File: src/rtl/mem_port_arbiter.sv
`default_nettype none
// +--------------------------------------------------------------------------+
// | Module      : mem_port_arbiter                                           |
// | Description : Two-requester arbiter for one port of dual_port_byte_mem.  |
// |               Grants at most one request per cycle and forwards it to   |
// |               the memory port with no added latency. A fixed-latency    |
// |               tag pipeline routes each read response back to the        |
// |               requester that issued it, and a sticky error flag reports |
// |               unexpected or missing read responses.                     |
// | Revision    : 1.0 - initial release                                      |
// +--------------------------------------------------------------------------+
// | Configuration macro:                                                     |
// |   MEM_ARB_RR_EN  defined   -> two-way round-robin arbitration           |
// |                  undefined -> fixed priority, requester 0 wins          |
// +--------------------------------------------------------------------------+
// | Ports:                                                                   |
// |   clk, rst_n            clock, synchronous active-low reset              |
// |   rN_valid/rN_ready     request handshake, requester N (0 = core,        |
// |                         1 = debug loader / DMA)                          |
// |   rN_addr/wdata/wstrb   request fields; wstrb == 0 means read            |
// |   rN_rdata/rN_rvalid    read response (rdata mirrors m_rdata)            |
// |   m_valid/addr/wdata/   memory request, granted requester's fields or 0 |
// |   m_wstrb                                                                |
// |   m_rdata/m_rvalid      memory read response                             |
// |   protocol_err          sticky: unexpected or missing read response      |
// +--------------------------------------------------------------------------+
module mem_port_arbiter #(
   parameter int ADDR_WIDTH = 16,
   parameter int RD_LATENCY = 2
) (
   input  logic                  clk,
   input  logic                  rst_n,
   input  logic                  r0_valid,
   output logic                  r0_ready,
   input  logic [ADDR_WIDTH-1:0] r0_addr,
   input  logic [31:0]           r0_wdata,
   input  logic [3:0]            r0_wstrb,
   output logic [31:0]           r0_rdata,
   output logic                  r0_rvalid,
   input  logic                  r1_valid,
   output logic                  r1_ready,
   input  logic [ADDR_WIDTH-1:0] r1_addr,
   input  logic [31:0]           r1_wdata,
   input  logic [3:0]            r1_wstrb,
   output logic [31:0]           r1_rdata,
   output logic                  r1_rvalid,
   output logic                  m_valid,
   output logic [ADDR_WIDTH-1:0] m_addr,
   output logic [31:0]           m_wdata,
   output logic [3:0]            m_wstrb,
   input  logic [31:0]           m_rdata,
   input  logic                  m_rvalid,
   output logic                  protocol_err
);

   localparam int c_cnt_w = $clog2(RD_LATENCY + 1);

   logic w_gnt0;
   logic w_gnt1;

   // ---------------------------------------------------------------------
   // Arbitration. Grants are forced low while in reset so no request can be
   // accepted on a reset edge.
   // ---------------------------------------------------------------------
`ifdef MEM_ARB_RR_EN
   // Requester of the last accepted request; on contention the other wins.
   // Resets to 1 so that requester 0 is favoured first.
   logic last_q;
   logic last_d;

   always_comb begin
      w_gnt0 = 1'b0;
      w_gnt1 = 1'b0;
      if (rst_n) begin
         if (r0_valid && r1_valid) begin
            w_gnt0 = last_q;
            w_gnt1 = ~last_q;
         end else begin
            w_gnt0 = r0_valid;
            w_gnt1 = r1_valid;
         end
      end
   end

   always_comb begin
      last_d = last_q;
      if (w_gnt0) begin
         last_d = 1'b0;
      end else if (w_gnt1) begin
         last_d = 1'b1;
      end
   end

   always_ff @(posedge clk) begin
      if (!rst_n) begin
         last_q <= 1'b1;
      end else begin
         last_q <= last_d;
      end
   end
`else
   always_comb begin
      w_gnt0 = rst_n & r0_valid;
      w_gnt1 = rst_n & r1_valid & ~r0_valid;
   end
`endif

   assign r0_ready = w_gnt0;
   assign r1_ready = w_gnt1;

   // ---------------------------------------------------------------------
   // Request forwarding: granted requester's fields, all zero when idle.
   // ---------------------------------------------------------------------
   always_comb begin
      m_valid = 1'b0;
      m_addr  = '0;
      m_wdata = '0;
      m_wstrb = '0;
      if (w_gnt0) begin
         m_valid = 1'b1;
         m_addr  = r0_addr;
         m_wdata = r0_wdata;
         m_wstrb = r0_wstrb;
      end else if (w_gnt1) begin
         m_valid = 1'b1;
         m_addr  = r1_addr;
         m_wdata = r1_wdata;
         m_wstrb = r1_wstrb;
      end
   end

   // ---------------------------------------------------------------------
   // Tag pipeline: one stage per cycle of memory read latency. The last
   // stage lines up with the cycle in which the memory presents read data.
   // ---------------------------------------------------------------------
   logic [RD_LATENCY-1:0] tag_vld_q;
   logic [RD_LATENCY-1:0] tag_id_q;
   logic                  w_push_vld;
   logic                  w_out_vld;
   logic                  w_out_id;

   assign w_push_vld = m_valid & (m_wstrb == 4'b0000);
   assign w_out_vld  = tag_vld_q[RD_LATENCY-1];
   assign w_out_id   = tag_id_q[RD_LATENCY-1];

   always_ff @(posedge clk) begin
      if (!rst_n) begin
         tag_vld_q <= '0;
         tag_id_q  <= '0;
      end else begin
         tag_vld_q[0] <= w_push_vld;
         tag_id_q[0]  <= w_gnt1;
         for (int i = 1; i < RD_LATENCY; i++) begin
            tag_vld_q[i] <= tag_vld_q[i-1];
            tag_id_q[i]  <= tag_id_q[i-1];
         end
      end
   end

   // ---------------------------------------------------------------------
   // Post-reset drain window: the memory may still return data for reads
   // issued before reset. Those responses are dropped and not flagged.
   // ---------------------------------------------------------------------
   logic [c_cnt_w-1:0] drain_q;
   logic [c_cnt_w-1:0] drain_d;
   logic               w_draining;

   assign w_draining = (drain_q != '0);

   always_comb begin
      drain_d = drain_q;
      if (w_draining) begin
         drain_d = drain_q - 1'b1;
      end
   end

   always_ff @(posedge clk) begin
      if (!rst_n) begin
         drain_q <= c_cnt_w'(RD_LATENCY);
      end else begin
         drain_q <= drain_d;
      end
   end

   // ---------------------------------------------------------------------
   // Response routing and error detection
   // ---------------------------------------------------------------------
   logic w_resp_ok;

   assign w_resp_ok = m_rvalid & w_out_vld & ~w_draining;
   assign r0_rvalid = w_resp_ok & ~w_out_id;
   assign r1_rvalid = w_resp_ok &  w_out_id;
   assign r0_rdata  = m_rdata;
   assign r1_rdata  = m_rdata;

   logic err_q;
   logic err_d;

   // A response without a tag, or a tag without a response, are both errors.
   assign err_d = err_q | (~w_draining & (m_rvalid ^ w_out_vld));

   always_ff @(posedge clk) begin
      if (!rst_n) begin
         err_q <= 1'b0;
      end else begin
         err_q <= err_d;
      end
   end

   assign protocol_err = err_q;

endmodule
`default_nettype wire

File: config.mk
export PLATFORM = sky130hd
export DESIGN_NAME = mem_port_arbiter
export DESIGN_NICKNAME = d
export VERILOG_FILES = /design/src/rtl/mem_port_arbiter.sv
export SDC_FILE = /design/constraint.sdc
export NUM_CORES = 1
export LEC_CHECK = 0
export CORE_AREA = 2 2 102 104
export CTS_CLUSTER_SIZE = 14
export DETAILED_ROUTE_END_ITERATION = 16
export DIE_AREA = 0 0 104 106
export GPL_TIMING_DRIVEN = 0
export PLACE_DENSITY = 0.72
export SETUP_SLACK_MARGIN = 0.02
export SLEW_MARGIN = 20
export SYNTH_ARGS = -nofsm -noshare
export SYNTH_HDL_FRONTEND = slang
export SYNTH_SLANG_ARGS = --single-unit
File: constraint.sdc
create_clock -name clk -period 1.7 [get_ports clk]
set_input_delay 0.51 -clock clk [delete_from_list [all_inputs] [get_ports clk]]
set_output_delay 0.51 -clock clk [all_outputs]
set_load 0.05 [all_outputs]
======== After elaboration in Yosys (flattened, before gate mapping) ========
Index checks and enable logic that the tools add are counted.
storage, ports and cells
  register bits ........................... 7
  input port bits ......................... 141
  output and inout bits ................... 122
  word-level logic and storage cells ...... 29
operators by class
  add/subtract/negate cells ............... 1
  multiplexer cells ....................... 8
  bitwise logic cells ..................... 14
  reductions and logical operators ........ 2
operator list
  cell                 count
  $mux 32              2
  $mux 16              2
  $and 1x1->1          9
  $mux 4               2
  $logic_not 4->1      1
  $not 1->1            3
  $mux 1               2
  $reduce_bool 2->1    1
  $sub 2x1->2 const B  1
  $or 1x1->1           1
  $xor 1x1->1          1

======== Depth between registers and ports, before layout ========
  word-level depth ........................ 6
  mapped depth ............................ 5
  mapped depth without buffers ............ 4

======== Worst setup path before layout ========
No wires, ideal clock.
  path type ............................... input to output
  from .................................... input rst_n
  to ...................................... output m_wdata[18]
  arrival ................................. 1,569 ps
  required time ........................... 1,190 ps
  path slack .............................. -379 ps
  stages .................................. 4
  buffers on the path ..................... 2
  cell sequence ........................... and2_1 -> buf_6 -> buf_2 -> a22o_1
between the ends
  elaborated cells between the ends (all ways) .. 5
  those cells by class .................... 2 x mux; 3 x bitwise
RTL lines
  what          line  source
  from (decl)   32    input logic rst_n,
  $and 1x1->1   103   w_gnt0 = rst_n & r0_valid;
  net r0_ready  34    output logic r0_ready,
  $mux 32       119   if (w_gnt0) begin
  to (decl)     49    output logic [31:0] m_wdata,
The timed path passes the listed nets, and every way through them passes these cells.

======== Worst setup path in the final report ========
  from .................................... input rst_n
  to ...................................... output m_wdata[12]
between the ends
  word-level cells in the longest chain between the ends .. 4
  elaborated cells between the ends (all ways) .. 5
  those cells by class .................... 2 x mux; 3 x bitwise
ends and longest elaborated chain
  what                      line  source
  $and 1x1->1 (2 in a row)  104   w_gnt1 = rst_n & r1_valid & ~r0_valid;
  $mux 32                   124   end else if (w_gnt1) begin
  $mux 32 (*)               119
Mark *: on every way between the ends. The rest lies on a longest branch, timed or not.

==> flow_summary.ini <==
[placed_design]
placed_area_sq_um = 4050
global_placement_routability_congestion = 0.770
place_ws_ps = -1480
buffer_ports.inserted = 230
hpwlAfterDp_um = 6150
placedCellCount = 529

[power]
pwr-share-seq_pct = 10.1
power.share.switching_pct = 45.9
finalPower_w = 0.00209
power_per_cell_area_nw_per_um2 = 479
peakVddDrop_uv = 307
power_frac_comb_pct = 78.8
cellLeakagePower_nw = 2.10
share_clk_of_total_power_pct = 11.2
cell_internal_power_dissipation_w = 0.00113
p_switching_w = 0.000960

[setup_path]
setup.worst_path.class = input pin to output port
reg2reg_from = drain_q[0]
start_kind = input pin
critical_path_arrival_ps = 1600
crit_start = rst_n
timing.critical_path.fanout_max = 8
critPathCaptureType = output port
critical_path_required_time_ps = 1190

[floorplan]
initial_utilization_pct = 13.7
die_area_sq_um = 11000
std_cell_rows = 37
ios = 263
die_h_um = 106
core_region_area_sq_um = 10000
die-width_um = 104

[detailed_routing]
route.detailed.drc = 0
drt-initial-drc-count = 50
viasPerCell = 3.89
drt_first_pass_iters = 6
routed_wirelength_um = 7270
num_vias = 2102
routed_wire_length_per_instance_um = 13.5
post_drt_antenna_nets = 0

[final_layout]
instances_no_fill = 540
final_design_area_no_fill_sq_um = 4370
finish.net_count = 548
final_layout_size_suffix_gt1_share_pct = 52.2
multi_input_area_sq_um = 918
insertedDiodeCount = 0
fill_cells = 993
footprint_of_the_flip_flops_and_latches_sq_um = 140
area_delta_synth_final_pct = 220

[timing]
rsz_0062_raised_after_global_routing = true
timing.max_slew.rel_slack_pct = 66.4
hold_viol_final = 0
post-route-period-util_pct = 124
timing.clock.skew_ps = 2.19
timing_worst_slew_pin_value_ps = 506
min_period_ps = 2110
post_route_setup_slack_ps = -412
achievable-frequency_mhz = 474
slew_viol_final = 0
finalSetupViolCount = 53

[synthesis]
syn_avg_cell_area_sq_um = 8.38
netlist-cell-type-count = 21
post_synth_instance_area_sq_um = 1370
synth_cells = 163
synth_fp_nets = 306
yosys_warnings = 0
yosys_register_bits = 7
share_of_synthesized_area_occupied_by_flip_flops_and_latches_pct = 10.3

[global_routing]
grt_most_used_layer = met2
grt_overflow_total = 0
grt_max_degree = 11
grt_usage_pct = 12.5
met3_usage_pct = 3.80
grt_first_pass_wirelength_um = 11200
grt_use_met1_pct = 13.1
grt_antenna_before_repair = 0
grt_pass1_vias = 2231
global_routing_usage_on_met2_pct = 24.3

[clock_tree]
clk_root_buffer_cell = sky130_fd_sc_hd__clkbuf_8
clock_insertion_delay_worst_skew_ps = 230
largest_buffer_count_on_any_clock_path = 2
cts_tree = built
cts.reportedPaths.clkPinSlew_ps = 40
cts-hold-fix-buffers = 0
tritoncts_buffers = 3
numClockSinks = 7
cts_max_level = 1

[min_path]
worst_min_path_start = tag_id_q[0]
timing.hold.worst.class = flip-flop to flip-flop

[run]
maxCapViolCount = 0

[run_status]
failed_checks = negative setup slack
run_status = finished, violations left
per-stage QoR:
step | hold WS [ps] | setup TNS (ps) | util, %
2_1_floorplan | 412 | -7530 | -
3_3_place_gp | 416 | -92830 | 40.5
3_5_place_dp | 430 | -92020 | 40.5
4_1_cts | 438 | -21450 | 43.4
5_1_grt | 465 | -22060 | 43.7
6_report | 438 | -20430 | 43.7
cell usage in the layout (no fill, tap or decap):
cell                                n
sky130_fd_sc_hd__a22o_2            22
sky130_fd_sc_hd__a21oi_1            1
sky130_fd_sc_hd__buf_8             22
sky130_fd_sc_hd__buf_4             75
sky130_fd_sc_hd__dfxtp_1            7
sky130_fd_sc_hd__and3b_2            1
sky130_fd_sc_hd__ha_4               1
sky130_fd_sc_hd__ha_2               1
sky130_fd_sc_hd__buf_12             5
sky130_fd_sc_hd__mux2_2             1
sky130_fd_sc_hd__nor2b_1            1
sky130_fd_sc_hd__nor2b_2            1
sky130_fd_sc_hd__and2_4             1
sky130_fd_sc_hd__and3_4             1
sky130_fd_sc_hd__xnor2_1            1
sky130_fd_sc_hd__a22oi_1            1
sky130_fd_sc_hd__o21ai_1            1
sky130_fd_sc_hd__buf_2              2
sky130_fd_sc_hd__and3b_1            1
sky130_fd_sc_hd__buf_16             1
sky130_fd_sc_hd__inv_1              1
sky130_fd_sc_hd__clkbuf_8           3
sky130_fd_sc_hd__clkbuf_1           1
sky130_fd_sc_hd__nand2_1            4
sky130_fd_sc_hd__and2_1             4
sky130_fd_sc_hd__o21a_1             1
sky130_fd_sc_hd__nor3_2             1
sky130_fd_sc_hd__buf_6             41
sky130_fd_sc_hd__dlygate4sd2_1     65
sky130_fd_sc_hd__nor2_1             2
sky130_fd_sc_hd__a22o_4            27
sky130_fd_sc_hd__clkdlybuf4s50_1  102
sky130_fd_sc_hd__inv_2              1
sky130_fd_sc_hd__nor2_2             1
sky130_fd_sc_hd__clkbuf_2           1
sky130_fd_sc_hd__a32o_2             2
layer usage:
| metal | part of all wire, % | wire length (um) | vias up |
|---|---|---|---|
| met5 | 0 | 0 | - |
| met4 | 1.3 | 94 | 0 |
| met3 | 9.3 | 680 | 9 |
| met2 | 54 | 3930 | 141 |
| met1 | 35 | 2570 | 941 |
| li1 | - | - | 1011 |
path summary, 6_finish.rpt:
path / cells after the start / slack, ps / end
worst max-delay path: 7 / -410 / m_wdata[12]
worst min-delay path: 1 / 440 / tag_id_q[1]
worst min register to register: 1 / 440 / tag_id_q[1]
worst max register to register: 4 / 700 / drain_q[1]
power groups by stage:
stage	clock network [W]	logic (W)	registers, W
finish	0.000234	0.00165	0.000210
global route	0.000256	0.00173	0.000214
CTS	0.000244	0.00163	0.000208
detailed placement	0	0.00158	0.000211
global placement	0	0.00156	0.000209
floorplan	0	0.000956	0.000224
logic make-up (layout without fill, tap and decap cells):
logic type	count (synthesis)	in the layout	synth area share, %
buffers and inverters	79	320	44.1
AOI/OAI and AO/OA	55	55	34.7
and+or+nand+nor	18	18	7.60
DFF	7	7	10.3
adders and majority gates	2	2	1.83
xor gates and xnor gates	1	1	0.641
muxes	1	1	0.824
flip-flops by register name, summed over array words and instances (netlist names):
register	count
tag_id_q	2
tag_vld_q	2
protocol_err	1
drain_q	2
cell type report:
type | count | area share [%]
repair buffers | 237 | 55.6
multi-input cells | 77 | 21.0
clock buffers | 4 | 1.03
flip-flops and latches | 7 | 3.21
well taps | 136 | 3.89
inverters | 2 | 0.172
plain buffers | 77 | 15.0
repair_timing:
| item | 4_1_cts | 5_1_grt |
|---|---|---|
| buffers inserted | 4 | 3 |
| gates resized for setup | 527 | 17 |
| gates cloned | 2 | 0 |
| endpoints found under the setup margin | 122 | 57 |
| endpoints found under the hold margin | 0 | 0 |
| pin swaps | 6 | 6 |
synthesized netlist by cell type (all sizes together):
master | instances | area, sq um
buf | 77 | 596
a22o | 49 | 429
dfxtp | 7 | 140
and2 | 5 | 31.3
nand2 | 4 | 15.0
nor2 | 3 | 11.3
a32o | 2 | 20.0
and3b | 2 | 17.5
ha | 2 | 25.0
inv | 2 | 7.51
nor2b | 2 | 12.5
a21oi | 1 | 5.00
a22oi | 1 | 7.51
and3 | 1 | 6.26
mux2 | 1 | 11.3
nor3 | 1 | 10.0
o21a | 1 | 7.51
o21ai | 1 | 5.00
xnor2 | 1 | 8.76
critical path, cell delays in order:
cell	delay [ps]
sky130_fd_sc_hd__buf_8	100
sky130_fd_sc_hd__buf_8	100
sky130_fd_sc_hd__and3b_2	210
sky130_fd_sc_hd__buf_12	160
sky130_fd_sc_hd__buf_8	140
sky130_fd_sc_hd__a22o_4	230
sky130_fd_sc_hd__buf_8	150
Power figures use the tool's default switching activity.
